**src/rtl/ysyx_220053_mem_arbiter.sv**
```systemverilog
`timescale 1ns/1ps
// ysyx_220053_mem_arbiter
// Shares one memory bus port between the instruction-fetch requester (IF)
// and the load/store requester (M). One transaction is in flight at a time.
// The winning request is latched, presented on the bus until the memory
// accepts it, and the memory response is routed back to the owner.
// M has priority. A starvation counter forces IF through after STARVE_MAX
// consecutive M grants taken while IF was waiting.
//
// Optional feature (macro YSYX_220053_ARB_PERF_CNT_EN): saturating grant
// counters on if_grant_cnt / m_grant_cnt. Without the macro, both outputs
// are tied to 0 and no counter flops are built.
//
// Ports:
//   clk, rst                         clock, async active-high reset
//   if_req_valid/ready, if_addr      fetch request handshake
//   if_rsp_valid, if_rdata           fetch response (1-cycle pulse)
//   m_req_valid/ready, m_addr,
//   m_wen, m_wdata, m_wmask          load/store request handshake
//   m_rsp_valid, m_rdata             load data / store ack (1-cycle pulse)
//   bus_req_valid/ready, bus_addr,
//   bus_wen, bus_wdata, bus_wmask    latched request toward memory
//   bus_rsp_valid, bus_rdata         memory response
//   busy                             a transaction is in progress
//   if_grant_cnt, m_grant_cnt        grant counters (optional feature)
module ysyx_220053_mem_arbiter #(
  parameter int ADDR_W     = 64,
  parameter int DATA_W     = 64,
  parameter int STARVE_MAX = 4
) (
  input  logic              clk,
  input  logic              rst,
  input  logic              if_req_valid,
  output logic              if_req_ready,
  input  logic [ADDR_W-1:0] if_addr,
  output logic              if_rsp_valid,
  output logic [DATA_W-1:0] if_rdata,
  input  logic              m_req_valid,
  output logic              m_req_ready,
  input  logic [ADDR_W-1:0] m_addr,
  input  logic              m_wen,
  input  logic [DATA_W-1:0] m_wdata,
  input  logic [7:0]        m_wmask,
  output logic              m_rsp_valid,
  output logic [DATA_W-1:0] m_rdata,
  output logic              bus_req_valid,
  input  logic              bus_req_ready,
  output logic [ADDR_W-1:0] bus_addr,
  output logic              bus_wen,
  output logic [DATA_W-1:0] bus_wdata,
  output logic [7:0]        bus_wmask,
  input  logic              bus_rsp_valid,
  input  logic [DATA_W-1:0] bus_rdata,
  output logic              busy,
  output logic [31:0]       if_grant_cnt,
  output logic [31:0]       m_grant_cnt
);

  localparam logic [3:0] LP_SMAX = 4'(STARVE_MAX);

  typedef enum logic [1:0] {S_IDLE, S_REQ, S_RESP} state_t;

  state_t            r_state, w_state_nxt;
  logic              r_owner_m;   // 1: current transaction belongs to M
  logic [3:0]        r_starve;
  logic [ADDR_W-1:0] r_addr;
  logic              r_wen;
  logic [DATA_W-1:0] r_wdata;
  logic [7:0]        r_wmask;

  logic w_idle, w_starve_full, w_grant_m, w_grant_if;

  assign w_idle        = (r_state == S_IDLE);
  assign w_starve_full = (r_starve == LP_SMAX);
  // M wins unless IF is waiting and has already been passed over too often.
  assign w_grant_m     = w_idle && m_req_valid && !(if_req_valid && w_starve_full);
  assign w_grant_if    = w_idle && if_req_valid && !w_grant_m;

  // State register
  always_ff @(posedge clk or posedge rst) begin
    if (rst) r_state <= S_IDLE;
    else     r_state <= w_state_nxt;
  end

  // Next-state logic
  always_comb begin
    w_state_nxt = r_state;
    case (r_state)
      S_IDLE:  if (w_grant_m || w_grant_if) w_state_nxt = S_REQ;
      S_REQ:   if (bus_req_ready)           w_state_nxt = S_RESP;
      S_RESP:  if (bus_rsp_valid)           w_state_nxt = S_IDLE;
      default:                              w_state_nxt = S_IDLE;
    endcase
  end

  // Output logic
  always_comb begin
    m_req_ready   = w_grant_m;
    if_req_ready  = w_grant_if;
    bus_req_valid = (r_state == S_REQ);
    m_rsp_valid   = (r_state == S_RESP) && bus_rsp_valid &&  r_owner_m;
    if_rsp_valid  = (r_state == S_RESP) && bus_rsp_valid && !r_owner_m;
    busy          = !w_idle;
  end

  // Read data is a plain pass-through; only qualified by rsp_valid.
  assign if_rdata  = bus_rdata;
  assign m_rdata   = bus_rdata;
  assign bus_addr  = r_addr;
  assign bus_wen   = r_wen;
  assign bus_wdata = r_wdata;
  assign bus_wmask = r_wmask;

  // Request latch and owner
  always_ff @(posedge clk or posedge rst) begin
    if (rst) begin
      r_owner_m <= 1'b0;
      r_addr    <= '0;
      r_wen     <= 1'b0;
      r_wdata   <= '0;
      r_wmask   <= '0;
    end else if (w_grant_m) begin
      r_owner_m <= 1'b1;
      r_addr    <= m_addr;
      r_wen     <= m_wen;
      r_wdata   <= m_wdata;
      r_wmask   <= m_wmask;
    end else if (w_grant_if) begin
      // Fetches are always reads with an empty mask.
      r_owner_m <= 1'b0;
      r_addr    <= if_addr;
      r_wen     <= 1'b0;
      r_wdata   <= '0;
      r_wmask   <= '0;
    end
  end

  // Starvation counter: counts M grants that bypassed a waiting IF.
  always_ff @(posedge clk or posedge rst) begin
    if (rst)                                            r_starve <= '0;
    else if (w_grant_if)                                r_starve <= '0;
    else if (w_grant_m && if_req_valid && !w_starve_full) r_starve <= r_starve + 4'd1;
  end

`ifdef YSYX_220053_ARB_PERF_CNT_EN
  logic [31:0] r_if_cnt, r_m_cnt;

  always_ff @(posedge clk or posedge rst) begin
    if (rst) begin
      r_if_cnt <= '0;
      r_m_cnt  <= '0;
    end else begin
      if (w_grant_if && (r_if_cnt != '1)) r_if_cnt <= r_if_cnt + 32'd1;
      if (w_grant_m  && (r_m_cnt  != '1)) r_m_cnt  <= r_m_cnt  + 32'd1;
    end
  end

  assign if_grant_cnt = r_if_cnt;
  assign m_grant_cnt  = r_m_cnt;
`else
  assign if_grant_cnt = '0;
  assign m_grant_cnt  = '0;
`endif

endmodule

```
**config.mk**
```make
export PLATFORM = sky130hd
export DESIGN_NAME = ysyx_220053_mem_arbiter
export DESIGN_NICKNAME = d
export VERILOG_FILES = /design/src/rtl/ysyx_220053_mem_arbiter.sv
export SDC_FILE = /design/constraint.sdc
export NUM_CORES = 1
export LEC_CHECK = 0
export ABC_AREA = 1
export BUFFER_PORTS_ARGS = -buffer_cell sky130_fd_sc_hd__buf_2
export CAP_MARGIN = 10
export CORE_AREA = 4 4 234 236
export CTS_BUF_LIST = sky130_fd_sc_hd__clkbuf_8
export CTS_CLUSTER_DIAMETER = 150
export DETAILED_ROUTE_END_ITERATION = 10
export DIE_AREA = 0 0 238 240
export RECOVER_POWER = 25
export SLEW_MARGIN = 15
export SYNTH_ARGS = -nofsm -noshare
export SYNTH_HDL_FRONTEND = slang
export SYNTH_SLANG_ARGS = --single-unit
```
**constraint.sdc**
```tcl
create_clock -name clk -period 5.1 [get_ports clk]
set_input_delay 0 -clock clk [delete_from_list [all_inputs] [get_ports clk]]
set_output_delay 0 -clock clk [all_outputs]
set_load 0.05 [all_outputs]
```
== Word level (Yosys, flattened, before mapping) ==
Index checks and enable logic that the tools add are counted.

* Register bits: 144
* Input bits: 271
* Output and inout port bits: 335
* Word-level logic and storage cells: 49

* Add/sub/neg operators: 1
* Equal/unequal tests: 6
* Mux-type cells: 15
* Reduce and logical (&&, ||, !) cells: 20

{| class="wikitable"
|+ Operator list
! kind !! count
|-
| $mux 64 || 4
|-
| $mux 8 || 2
|-
| $logic_and 1x1->1 || 10
|-
| $mux 4 || 2
|-
| $mux 2 || 3
|-
| $pmux 2 s3 || 1
|-
| $logic_not 1->1 || 5
|-
| $add 4x1->4 const B || 1
|-
| $eq 4x3->1 const B || 1
|-
| $ne 2x1->1 const B || 2
|-
| $reduce_bool 2->1 || 2
|-
| $mux 1 || 3
|-
| $reduce_and 3->1 || 1
|-
| $eq 2x1->1 const B || 1
|-
| $eq 2x2->1 const B || 1
|-
| $logic_not 2->1 || 1
|-
| $ne 2x2->1 const B || 1
|-
| $logic_or 1x1->1 || 1
|}

== Logic depth before layout (Yosys ltp) ==
* Word-level depth: 9
* Mapped depth: 9

== Worst setup path after synthesis ==
Ideal clock, no wire load.

* Path type: register to output
* Start: register r_starve[0]
* End: output port if_req_ready
* Arrival time: 1,842 ps
* Data required time: 5,100 ps
* Path slack: 3,258 ps
* Stages on the path, launching flop included: 8
* Path buffers: 1
* Cells stage by stage: dfrtp_1 > inv_1 > ha_1 > nand2_1 > nor2_1 > nor2_4 > buf_2 > nor2_1

* Word-level cells in the longest chain between the ends: 6

{| class="wikitable"
|+ Ends and longest elaborated chain
! item !! line !! RTL
|-
| start: declaration || 65 || <nowiki>logic [3:0] r_starve;</nowiki>
|-
| start signal: assignment || 142 || <nowiki>else if (w_grant_m && if_req_valid && !w_starve_full) r_starve <= r_starve + 4'd1;</nowiki>
|-
| $eq 4x3->1 || 74 || <nowiki>assign w_starve_full = (r_starve == LP_SMAX);</nowiki>
|-
| $logic_and 1x1->1 || 76 || <nowiki>assign w_grant_m = w_idle && m_req_valid && !(if_req_valid && w_starve_full);</nowiki>
|-
| $logic_not 1->1 || 76 ||
|-
| $logic_and 1x1->1 || 76 ||
|-
| named net m_req_ready || 39 || <nowiki>output logic m_req_ready,</nowiki>
|-
| $logic_not 1->1 || 77 || <nowiki>assign w_grant_if = w_idle && if_req_valid && !w_grant_m;</nowiki>
|-
| $logic_and 1x1->1 || 77 ||
|-
| end: declaration || 34 || <nowiki>output logic if_req_ready,</nowiki>
|}

The timed path passes the listed nets, and every way through them passes these cells.

== Worst setup path after layout ==
* Start: register r_state[1]
* End: register r_addr[30], in the netlist bus_addr[30]

* Word-level cells in the longest chain between the ends: 6
* Elaborated cells on any way between the ends: 8
* Those cells by class: mux (1); reduce/logical (7)

{| class="wikitable"
|+ Ends and longest elaborated chain
! item !! line !! RTL
|-
| start: declaration || 63 || <nowiki>state_t r_state, w_state_nxt;</nowiki>
|-
| start signal: assignment || 82 || <nowiki>else r_state <= w_state_nxt;</nowiki>
|-
| $logic_not 2->1 (*) || 73 || <nowiki>assign w_idle = (r_state == S_IDLE);</nowiki>
|-
| $logic_and 1x1->1 (2 in series) || 76 ||
|-
| $logic_not 1->1 || 77 ||
|-
| $logic_and 1x1->1 || 77 ||
|-
| $reduce_bool 2->1 (no source line) || - ||
|-
| end signal: assignment || 124 || <nowiki>r_addr <= m_addr;</nowiki>
|-
| end signal: assignment || 131 || <nowiki>r_addr <= if_addr;</nowiki>
|-
| end: declaration || 66 || <nowiki>logic [ADDR_W-1:0] r_addr;</nowiki>
|}

Mark *: on every way between the ends. The rest lies on a longest branch, timed or not.
A chain may end at the register's enable or synchronous reset.

==> run_results.csv <==
group,metric,value,unit
sta,skew,0.01554,ns
yosys,synthTopCellsByArea,"dfrtp_1 (45%), buf_4 (18%), nand2_1 (17%)",
sta,final.min_clock_period,2.803,ns
critical_path,endpoint_kind,"register",
drt,wirelength,31.33,mm
drt,drc,0,
critical_path,slowest_delay,0.57,ns
floorplanning,die_area,57120,um2
critical_path,cpMaxStageDelayCell,"nand2_4",
global_route,grt-ovfl-total,0,
status,failed_checks,"max-capacitance violations, max-slew violations",
drt,wl_per_cell,14.42,um
floorplanning,pin_count,606,
sta,fmax,356.7,MHz
drt,dr.pass1.iters,4,
yosys,yosysTopAreaCell,"dfrtp_1",
cells_and_area,area_growth,49.60,%
yosys,synth.area.mux_share,0,%
power,vdd_drop_max,373.0,uV
cells_and_area,final_common_cell,"nand2_1",
floorplanning,die_y,240,um
cells_and_area,nNetsFinal,1740,
yosys,synth-seq-cells,144,
global_route,grt_first_pass_wirelength,46.17,mm
sta,maxSlewViolCount,54,
drt,drt_iter0_markers,278,
critical_path,startpoint_type,"register",
sta,rsz0062_at_grt,"no",
yosys,syn_avg_cell_area,7.708,um2
clock_network,root_buffer,"clkbuf_8",
yosys,syn_area,8009,um2
critical_path,cp.required,5.51,ns
placement,gp_congestion,0.7578,
clock_network,htreeDepth,4,
floorplanning,core_area,52450,um2
drt,num_vias,7899,
sta,relSlewSlack,-77.41,%
run,cap_violations,1,
yosys,ys_seq_area_share,44.99,%
global_route,grt_max_degree,92,
floorplanning,rows,84,
placement,dp_hpwl,21.40,mm
global_route,antenna_found_initial,11,
yosys,synth_top_area_share,44.99,%
status,outcome,"finished, violations left",
critical_path,worstPathMaxFanout,65,
sta,hold_slack,0.00002575,ns
drt,via_per_inst,3.635,
yosys,yosys_warnings,0,
global_route,grt_pass1_vias,8195,
critical_path,cp.arrival,3.21,ns
sta,tightestPinTransition,2.647,ns
power,p_leak,0.006438,uW
clock_network,path_clk_slew,0.09,ns
critical_path,r2r_slack,2.30,ns
min_path,hold_class,"in -> out",
clock_network,cts_buffers,17,
global_route,track_usage,10.72,%
yosys,synth-simple-area-share,29.14,%
cells_and_area,drive_gt1_share,26.69,%
critical_path,crit_type,"reg -> reg",
critical_path,cp_num_buf_inv,2,
clock_network,clk_path_buf_depth,2,
power,power.density,649.0,nW/um2
yosys,netlist_instances,1039,
placement,portBuffers,349,
yosys,synth_compound_area_share,0.3593,%
clock_network,cts_tree,"done",
critical_path,cp_top_family,"simple AND/OR/NAND/NOR gates",
yosys,synth_cell_types,19,
yosys,synth_top_family_by_area,"simple AND/OR/NAND/NOR gates",
cells_and_area,final_cell_mix,"nand2_1 (362), buf_2 (349), dlygate4sd3_1 (233)",
clock_network,cts_setup_buffers,0,
sta,finalSetupTns,0,ns
critical_path,path_cells,"nor2_4 -> nand2_2 -> inv_2 -> nand2_4 -> nand2_1 -> nand3_1 -> dlygate4sd3_1",
sta,finalHoldViolCount,0,
clock_network,clk_latency,0.53,ns
sta,setup_viol,0,
sta,finalCritPeriodShare,54.96,%
floorplanning,die_w,238,um
yosys,synthXorXnorAreaFrac,0.1094,%
drt,postRouteAntennaNets,0,
floorplanning,start_util,15.27,%
clock_network,cts_sinks,144,
yosys,yosys.area_share.adder,0.3125,%
==> area by class of cell <==
| cell class | count | area (um2) |
|---|---|---|
| multi-input combinational | 642 | 2651 |
| timing repair buffer | 589 | 4144 |
| clock buffer | 19 | 261.5 |
| antenna | 5 | 12.51 |
| clock inverter | 13 | 172.7 |
| sequential | 144 | 3603 |
| fill | 5689 | 40460 |
| inverter | 73 | 275.3 |
| tap | 688 | 860.8 |
==> worst reg2reg max path, delay by kind of cell, from the launching register on <==
kind / cells / cell delay (ns)
flops: 1 / 0.46
buf+inv: 2 / 1.00
simple gates: 5 / 1.22
==> power by group <==
part           total, uW  leakage (uW)  switching, uW  internal (uW)
clock network       1050      0.000206            537            517
logic               4760       0.00445           3320           1440
registers           1970       0.00178            297           1670
==> synth_stat cells, drive strengths merged <==
cell,instances
nor2,71
nand3,134
xor2,1
o31ai,2
nand4,2
o21ai,2
ha,2
conb,1
dfrtp,144
nand2,364
clkbuf,1
buf,242
inv,73
==> cell families after synthesis <==
| group | Yosys count |
|---|---|
| AND/OR/NAND/NOR | 571 |
| buffers and inverters | 316 |
| flip-flops | 144 |
| AO/OA/AOI/OAI | 4 |
| adder cells (fa/ha/maj) | 2 |
| XOR/XNOR | 1 |
| other | 1 |
==> sequential cells by signal, summed over array words and instances (netlist names) <==
name       flops
r_starve       4
bus_addr      64
r_owner_m      1
bus_wdata     64
r_state        2
bus_wen        1
bus_wmask      8
==> final timing paths <==
check                         startpoint            end  cells past startpoint
max in group asynchronous            rst    bus_addr[9]                      5
min reg2reg                bus_wdata[52]  bus_wdata[52]                      2
min in group asynchronous            rst  bus_wdata[37]                      4
max reg2reg                   r_state[1]   bus_addr[30]                      7
min                         bus_rdata[2]    if_rdata[2]                      0
max                           r_state[1]   bus_addr[30]                      7
==> timing repair <==
| action | 4_1_cts | 5_1_grt |
|---|---|---|
| resized for setup | 0 | 0 |
| hold buffers | 233 | 0 |
| endpoints found under the hold margin | 217 | 0 |
| setup endpoints to repair | 0 | 0 |
==> through the flow <==
step	power [uW]	utilization, %	cell area (um2)	worst slack, ns	cells
2_1_floorplan	5337	-	8245	1.234	1102
3_3_place_gp	6022	17.55	9206	2.693	1903
3_5_place_dp	6039	17.55	9206	2.670	1903
4_1_cts	7860	22.83	11970	2.255	2168
5_1_grt	8318	22.83	11970	2.037	2170
6_report	7776	22.85	11980	2.297	2173
==> metal layers <==
metal | global-route usage (%) | up-vias | share of wire (%)
met5 | 0.2525 | - | 0.20
met4 | 6.315 | 10 | 4.8
met3 | 5.311 | 86 | 11
met2 | 17.95 | 462 | 48
met1 | 10.82 | 3568 | 36
li1 | - | 3773 | -
No activity file was read; power rests on OpenSTA's default activity.
